==> src/rtl/cc_branch_pkg.sv <==
// rtl/cc_branch_pkg.sv - shared encodings for the Bicc branch condition unit
package cc_branch_pkg;

    typedef logic [1:0] state_t;

    localparam state_t IDLE    = 2'd0;
    localparam state_t WAIT_CC = 2'd1;
    localparam state_t EVAL    = 2'd2;
    localparam state_t RESP    = 2'd3;

    localparam logic [3:0] COND_BN   = 4'b0000;
    localparam logic [3:0] COND_BE   = 4'b0001;
    localparam logic [3:0] COND_BLE  = 4'b0010;
    localparam logic [3:0] COND_BL   = 4'b0011;
    localparam logic [3:0] COND_BLEU = 4'b0100;
    localparam logic [3:0] COND_BCS  = 4'b0101;
    localparam logic [3:0] COND_BNEG = 4'b0110;
    localparam logic [3:0] COND_BVS  = 4'b0111;
    localparam logic [3:0] COND_BA   = 4'b1000;
    localparam logic [3:0] COND_BNE  = 4'b1001;
    localparam logic [3:0] COND_BG   = 4'b1010;
    localparam logic [3:0] COND_BGE  = 4'b1011;
    localparam logic [3:0] COND_BGU  = 4'b1100;
    localparam logic [3:0] COND_BCC  = 4'b1101;
    localparam logic [3:0] COND_BPOS = 4'b1110;
    localparam logic [3:0] COND_BVC  = 4'b1111;

    localparam int FLAG_V = 3;
    localparam int FLAG_C = 2;
    localparam int FLAG_N = 1;
    localparam int FLAG_Z = 0;

endpackage

==> src/rtl/cc_cond_eval.sv <==
// rtl/cc_cond_eval.sv - combinational Bicc/Ticc condition evaluator
module cc_cond_eval
    import cc_branch_pkg::*;
(
    input  logic [3:0] flags,
    input  logic [3:0] cond,
    output logic       taken
);

    logic v, c, n, z;
    logic base;

    assign v = flags[FLAG_V];
    assign c = flags[FLAG_C];
    assign n = flags[FLAG_N];
    assign z = flags[FLAG_Z];

    // cond[3] inverts the lower-half test; "always" is the complement of "never"
    always_comb begin
        base = 1'b0;
        case (cond[2:0])
            COND_BN[2:0]:   base = 1'b0;
            COND_BE[2:0]:   base = z;
            COND_BLE[2:0]:  base = z | (n ^ v);
            COND_BL[2:0]:   base = n ^ v;
            COND_BLEU[2:0]: base = c | z;
            COND_BCS[2:0]:  base = c;
            COND_BNEG[2:0]: base = n;
            COND_BVS[2:0]:  base = v;
            default:        base = 1'b0;
        endcase
        taken = base ^ cond[3];
    end

endmodule

==> src/rtl/cc_branch_cond.sv <==
// rtl/cc_branch_cond.sv - branch resolution FSM with PSR-write stall and taken counter
module cc_branch_cond
    import cc_branch_pkg::*;
#(
    parameter int DATAWIDTH_ALU_SELECTION = 4,
    parameter int DATAWIDTH_COND          = 4,
    parameter int DATAWIDTH_BUS           = 32,
    parameter int DATAWIDTH_COUNT         = 16
) (
    input  logic                               CC_BRANCH_CLOCK_50,
    input  logic                               CC_BRANCH_RESET_InHigh,
    input  logic [DATAWIDTH_ALU_SELECTION-1:0] CC_BRANCH_PSR_IN,
    input  logic                               CC_BRANCH_SETCC_PENDING,
    input  logic                               CC_BRANCH_REQ_VALID,
    output logic                               CC_BRANCH_REQ_READY,
    input  logic [DATAWIDTH_COND-1:0]          CC_BRANCH_COND,
    input  logic                               CC_BRANCH_ANNUL,
    input  logic [DATAWIDTH_BUS-1:0]           CC_BRANCH_TARGET,
    output logic                               CC_BRANCH_RESP_VALID,
    output logic                               CC_BRANCH_TAKEN,
    output logic                               CC_BRANCH_ANNUL_SLOT,
    output logic [DATAWIDTH_BUS-1:0]           CC_BRANCH_TARGET_OUT,
    output logic [DATAWIDTH_COUNT-1:0]         CC_BRANCH_TAKEN_COUNT
);

    localparam logic [DATAWIDTH_COUNT-1:0] COUNT_ONE = 1;

    state_t                      state;
    state_t                      state_next;
    logic [DATAWIDTH_COND-1:0]   cond_q;
    logic                        annul_q;
    logic [DATAWIDTH_BUS-1:0]    target_q;
    logic                        eval_taken;
    logic                        accept;

    assign accept = CC_BRANCH_REQ_VALID & (state == IDLE);

    cc_cond_eval u_cond_eval (
        .flags (CC_BRANCH_PSR_IN),
        .cond  (cond_q),
        .taken (eval_taken)
    );

    always_ff @(posedge CC_BRANCH_CLOCK_50) begin
        if (CC_BRANCH_RESET_InHigh) begin
            state <= IDLE;
        end else begin
            state <= state_next;
        end
    end

    always_comb begin
        state_next = state;
        case (state)
            IDLE: begin
                if (accept) begin
                    state_next = CC_BRANCH_SETCC_PENDING ? WAIT_CC : EVAL;
                end
            end
            WAIT_CC: state_next = EVAL;
            EVAL:    state_next = RESP;
            RESP:    state_next = IDLE;
            default: state_next = IDLE;
        endcase
    end

    always_comb begin
        CC_BRANCH_REQ_READY  = 1'b0;
        CC_BRANCH_RESP_VALID = 1'b0;
        if (!CC_BRANCH_RESET_InHigh) begin
            CC_BRANCH_REQ_READY  = (state == IDLE);
            CC_BRANCH_RESP_VALID = (state == RESP);
        end
    end

    // Results are captured on the EVAL->RESP edge and held until the next response
    always_ff @(posedge CC_BRANCH_CLOCK_50) begin
        if (CC_BRANCH_RESET_InHigh) begin
            cond_q                <= '0;
            annul_q               <= 1'b0;
            target_q              <= '0;
            CC_BRANCH_TAKEN       <= 1'b0;
            CC_BRANCH_ANNUL_SLOT  <= 1'b0;
            CC_BRANCH_TARGET_OUT  <= '0;
            CC_BRANCH_TAKEN_COUNT <= '0;
        end else begin
            if (accept) begin
                cond_q   <= CC_BRANCH_COND;
                annul_q  <= CC_BRANCH_ANNUL;
                target_q <= CC_BRANCH_TARGET;
            end
            if (state == EVAL) begin
                CC_BRANCH_TAKEN      <= eval_taken;
                CC_BRANCH_ANNUL_SLOT <= annul_q & (~eval_taken | (cond_q == COND_BA));
                CC_BRANCH_TARGET_OUT <= target_q;
                if (eval_taken && (CC_BRANCH_TAKEN_COUNT != '1)) begin
                    CC_BRANCH_TAKEN_COUNT <= CC_BRANCH_TAKEN_COUNT + COUNT_ONE;
                end
            end
        end
    end

endmodule
==> config.mk <==
export PLATFORM = sky130hd
export DESIGN_NAME = cc_branch_cond
export DESIGN_NICKNAME = d
export VERILOG_FILES = /design/src/rtl/cc_branch_pkg.sv /design/src/rtl/cc_cond_eval.sv /design/src/rtl/cc_branch_cond.sv
export SDC_FILE = /design/constraint.sdc
export NUM_CORES = 1
export LEC_CHECK = 0
export ABC_AREA = 1
export CAP_MARGIN = 20
export CORE_MARGIN = 2
export CORE_UTILIZATION = 35
export CTS_CLUSTER_SIZE = 10
export DETAILED_ROUTE_END_ITERATION = 6
export GPL_TIMING_DRIVEN = 0
export SLEW_MARGIN = 20
export SYNTH_ARGS = -nofsm -noshare
export SYNTH_HDL_FRONTEND = slang
export SYNTH_SLANG_ARGS = --single-unit
==> constraint.sdc <==
create_clock -name CC_BRANCH_CLOCK_50 -period 2.5 [get_ports CC_BRANCH_CLOCK_50]
set_input_delay 0.5 -clock CC_BRANCH_CLOCK_50 [delete_from_list [all_inputs] [get_ports CC_BRANCH_CLOCK_50]]
set_output_delay 0.5 -clock CC_BRANCH_CLOCK_50 [all_outputs]
set_load 0.01 [all_outputs]
==> results.py <==
metrics = {
    "pwr": {
        "totalPowerFinal_mw": 3.81,
        "leakagePower_nw": 1.96,
        "peakVddDrop_mv": 0.347,
        "power.density_nw_per_um2": 763,
    },
    "clocking": {
        "cts_sinks": 89,
        "clk_pin_slew_ns": 0.09,
        "cts_buffers": 9,
        "cts_setup_buffers": 0,
        "cts_tree": "built",
        "cts_max_path_buffers": 2,
        "worstSkewPairLatency_ns": 0.36,
        "cts_root_buffer": "clkbuf_8",
        "ctsHoldBuffers": 0,
        "post_cts_resize_count": 1,
        "cts_htree_levels": 3,
    },
    "global_routing": {
        "grtUsageTotal_pct": 17.4,
        "globalRoute.busiestLayer": "met2",
        "use_met3_pct": 4.23,
        "antenna_found_initial": 0,
        "groute.layer.met1.usage_pct": 22.6,
        "grt.met2_usage_pct": 28.0,
        "grt_pass1_vias": 3386,
        "grt_max_degree": 16,
        "grt_pass1_wl_um": 15900,
        "grt_overflow": 0,
    },
    "sta": {
        "fin_crit_ns": 2.38,
        "finClkSkew_ns": 0.00840,
        "setup_violations": 0,
        "fmax_ghz": 0.420,
        "slew_headroom_pct": 66.6,
        "period_share_pct": 95.3,
        "grt_setup_unrepaired": "false",
        "drv_slew": 0,
        "finalSetupTns_ns": 0,
        "finalHoldViolCount": 0,
        "holdWs_ns": 0.483,
        "worstMarginPinSlew_ns": 0.501,
    },
    "worst_setup_path": {
        "worstReg2RegEnd": "CC_BRANCH_TARGET_OUT[23]$_SDFFE_PP0P_",
        "cp-end-kind": "output pin",
        "worst-setup-path-type": "in -> out",
        "r2r_start": "state[0]$_SDFFE_PP0P_",
        "cp_max_fo": 10,
        "start_kind": "input port",
        "crit_required_ns": 2.00,
        "r2r_slack_ns": 0.61,
        "reg2regPathDepth": 7,
        "arrival_ns": 1.88,
    },
    "place": {
        "place.detailed.hpwl_um": 6990,
        "gp_congestion": 0.861,
        "io_buffers": 96,
        "dp.cells": 724,
    },
    "layout": {
        "final_cell_mix": "nor2_1, clkdlybuf4s50_1, dfxtp_1, o21ai_0, nand2_1",
        "antennaDiodeCount": 0,
        "postLayoutCoreUtil_pct": 48.6,
        "syn_to_final_growth_pct": 35.7,
        "nets": 649,
        "drive_gt1_share_pct": 4.97,
        "mostFrequentLayoutCell": "nor2_1",
        "final_cells": 740,
    },
    "floorplan": {
        "start_util_pct": 35.8,
        "die_w_um": 107,
        "core_area_um2": 10300,
        "io_pins": 97,
        "rows": 37,
        "die-area_um2": 11300,
        "dieHeight_um": 107,
    },
    "detailed_routing": {
        "vias": 3494,
        "drt_iter0_markers": 125,
        "viasPerCell": 4.72,
        "drt-total-wl_um": 9580,
        "drc": 0,
        "drtPass1Iterations": 4,
        "drtAntennaViolNets": 0,
        "avgRoutedWirePerCell_um": 12.9,
    },
    "yosys": {
        "ys_warn_count": 0,
        "synth_area_per_cell_um2": 7.48,
        "ys_seq_area_share_pct": 48.4,
        "syn_inst": 492,
        "synth_cell_types": 25,
        "synth_nets": 542,
        "synth_area_um2": 3680,
        "synth-seq-cells": 89,
    },
    "outcome": {
        "status": "complete, no violations",
    },
    "min_path": {
        "hold_depth": 2,
        "hp-class": "reg -> reg",
        "whs_endpoint": "cond_q[3]$_SDFFE_PP0P_",
        "worstHoldStart": "cond_q[3]$_SDFFE_PP0P_",
    },
    "flow_run": {
        "drv_cap": 0,
    },
}
==> cell families after synthesis <==
group / after synthesis / share of synthesized area [%]
AOI/OAI and AO/OA: 96 / 13.1
xor gates and xnor gates: 13 / 3.09
adders and majority gates: 5 / 1.70
buffers and inverters: 48 / 5.68
DFF: 89 / 48.4
and+or+nand+nor: 241 / 28.1
==> where the power goes <==
| group | switching, mW | leakage [nW] | internal (mW) |
|---|---|---|---|
| combinational | 0.614 | 1.14 | 0.490 |
| clock | 0.530 | 0.0899 | 0.395 |
| sequential | 0.129 | 0.729 | 1.65 |
| total | 1.27 | 1.96 | 2.54 |
==> state kept, by name, summed over array words and instances (netlist names) <==
| name | flops |
|---|---|
| state | 2 |
| CC_BRANCH_TAKEN | 1 |
| CC_BRANCH_ANNUL_SLOT | 1 |
| target_q | 32 |
| cond_q | 4 |
| CC_BRANCH_TAKEN_COUNT | 16 |
| CC_BRANCH_TARGET_OUT | 32 |
| annul_q | 1 |
==> area by class of cell <==
| class | count | area, µm² |
|---|---|---|
| Inverter | 20 | 75.1 |
| Buffer | 28 | 135 |
| Fill cell | 1048 | 5290 |
| Timing Repair Buffer | 96 | 961 |
| Multi-Input combinational cell | 355 | 1690 |
| Clock inverter | 5 | 38.8 |
| Sequential cell | 89 | 1780 |
| Clock buffer | 11 | 141 |
| Tap cell | 136 | 170 |
==> per-layer routing <==
| layer | wire length [µm] | share of wire (%) |
|---|---|---|
| met1 | 4430 | 46 |
| met2 | 4410 | 46 |
| met3 | 590 | 6.2 |
| met4 | 146 | 1.5 |
| met5 | 0 | 0 |
==> worst max-delay path by stage <==
stage | start | end | slack [ns]
after floorplan | CC_BRANCH_TAKEN_COUNT[0]$_SDFFE_PP0P_ | CC_BRANCH_TAKEN_COUNT[2]$_SDFFE_PP0P_ | 0.90
after global placement | CC_BRANCH_RESET_InHigh | CC_BRANCH_REQ_READY | -0.10
after detailed placement | CC_BRANCH_RESET_InHigh | CC_BRANCH_REQ_READY | -0.08
after CTS | CC_BRANCH_RESET_InHigh | CC_BRANCH_REQ_READY | 0.06
after global routing | CC_BRANCH_RESET_InHigh | CC_BRANCH_REQ_READY | 0.02
final | CC_BRANCH_RESET_InHigh | CC_BRANCH_REQ_READY | 0.12
==> through the flow <==
stage	cell area (µm²)	setup slack, ns
2_1_floorplan	3680	0.896
3_3_place_gp	4810	-0.102
3_5_place_dp	4810	-0.0766
4_1_cts	4990	0.0646
5_1_grt	4990	0.0192
6_report	4990	0.118
==> synthesized netlist by cell type (all sizes together) <==
master | instances | area [µm²]
nor2 | 153 | 582
xor2 | 7 | 61.3
nor3 | 4 | 30.0
or2 | 1 | 6.26
buf | 4 | 33.8
dfxtp | 89 | 1780
nand4 | 18 | 128
clkbuf | 24 | 100
ha | 5 | 62.6
o21ai | 73 | 365
xnor2 | 6 | 52.6
inv | 18 | 67.6
nand2 | 51 | 199
clkinv | 2 | 7.51
a21oi | 23 | 115
nand3 | 14 | 87.6
==> worst max-delay path, cell delays in order <==
cell	delay (ns)
clkdlybuf4s50_1	0.48
buf_2	0.22
nor2_1	0.13
clkdlybuf4s50_1	0.54
No activity file was read; power rests on OpenSTA's default activity.
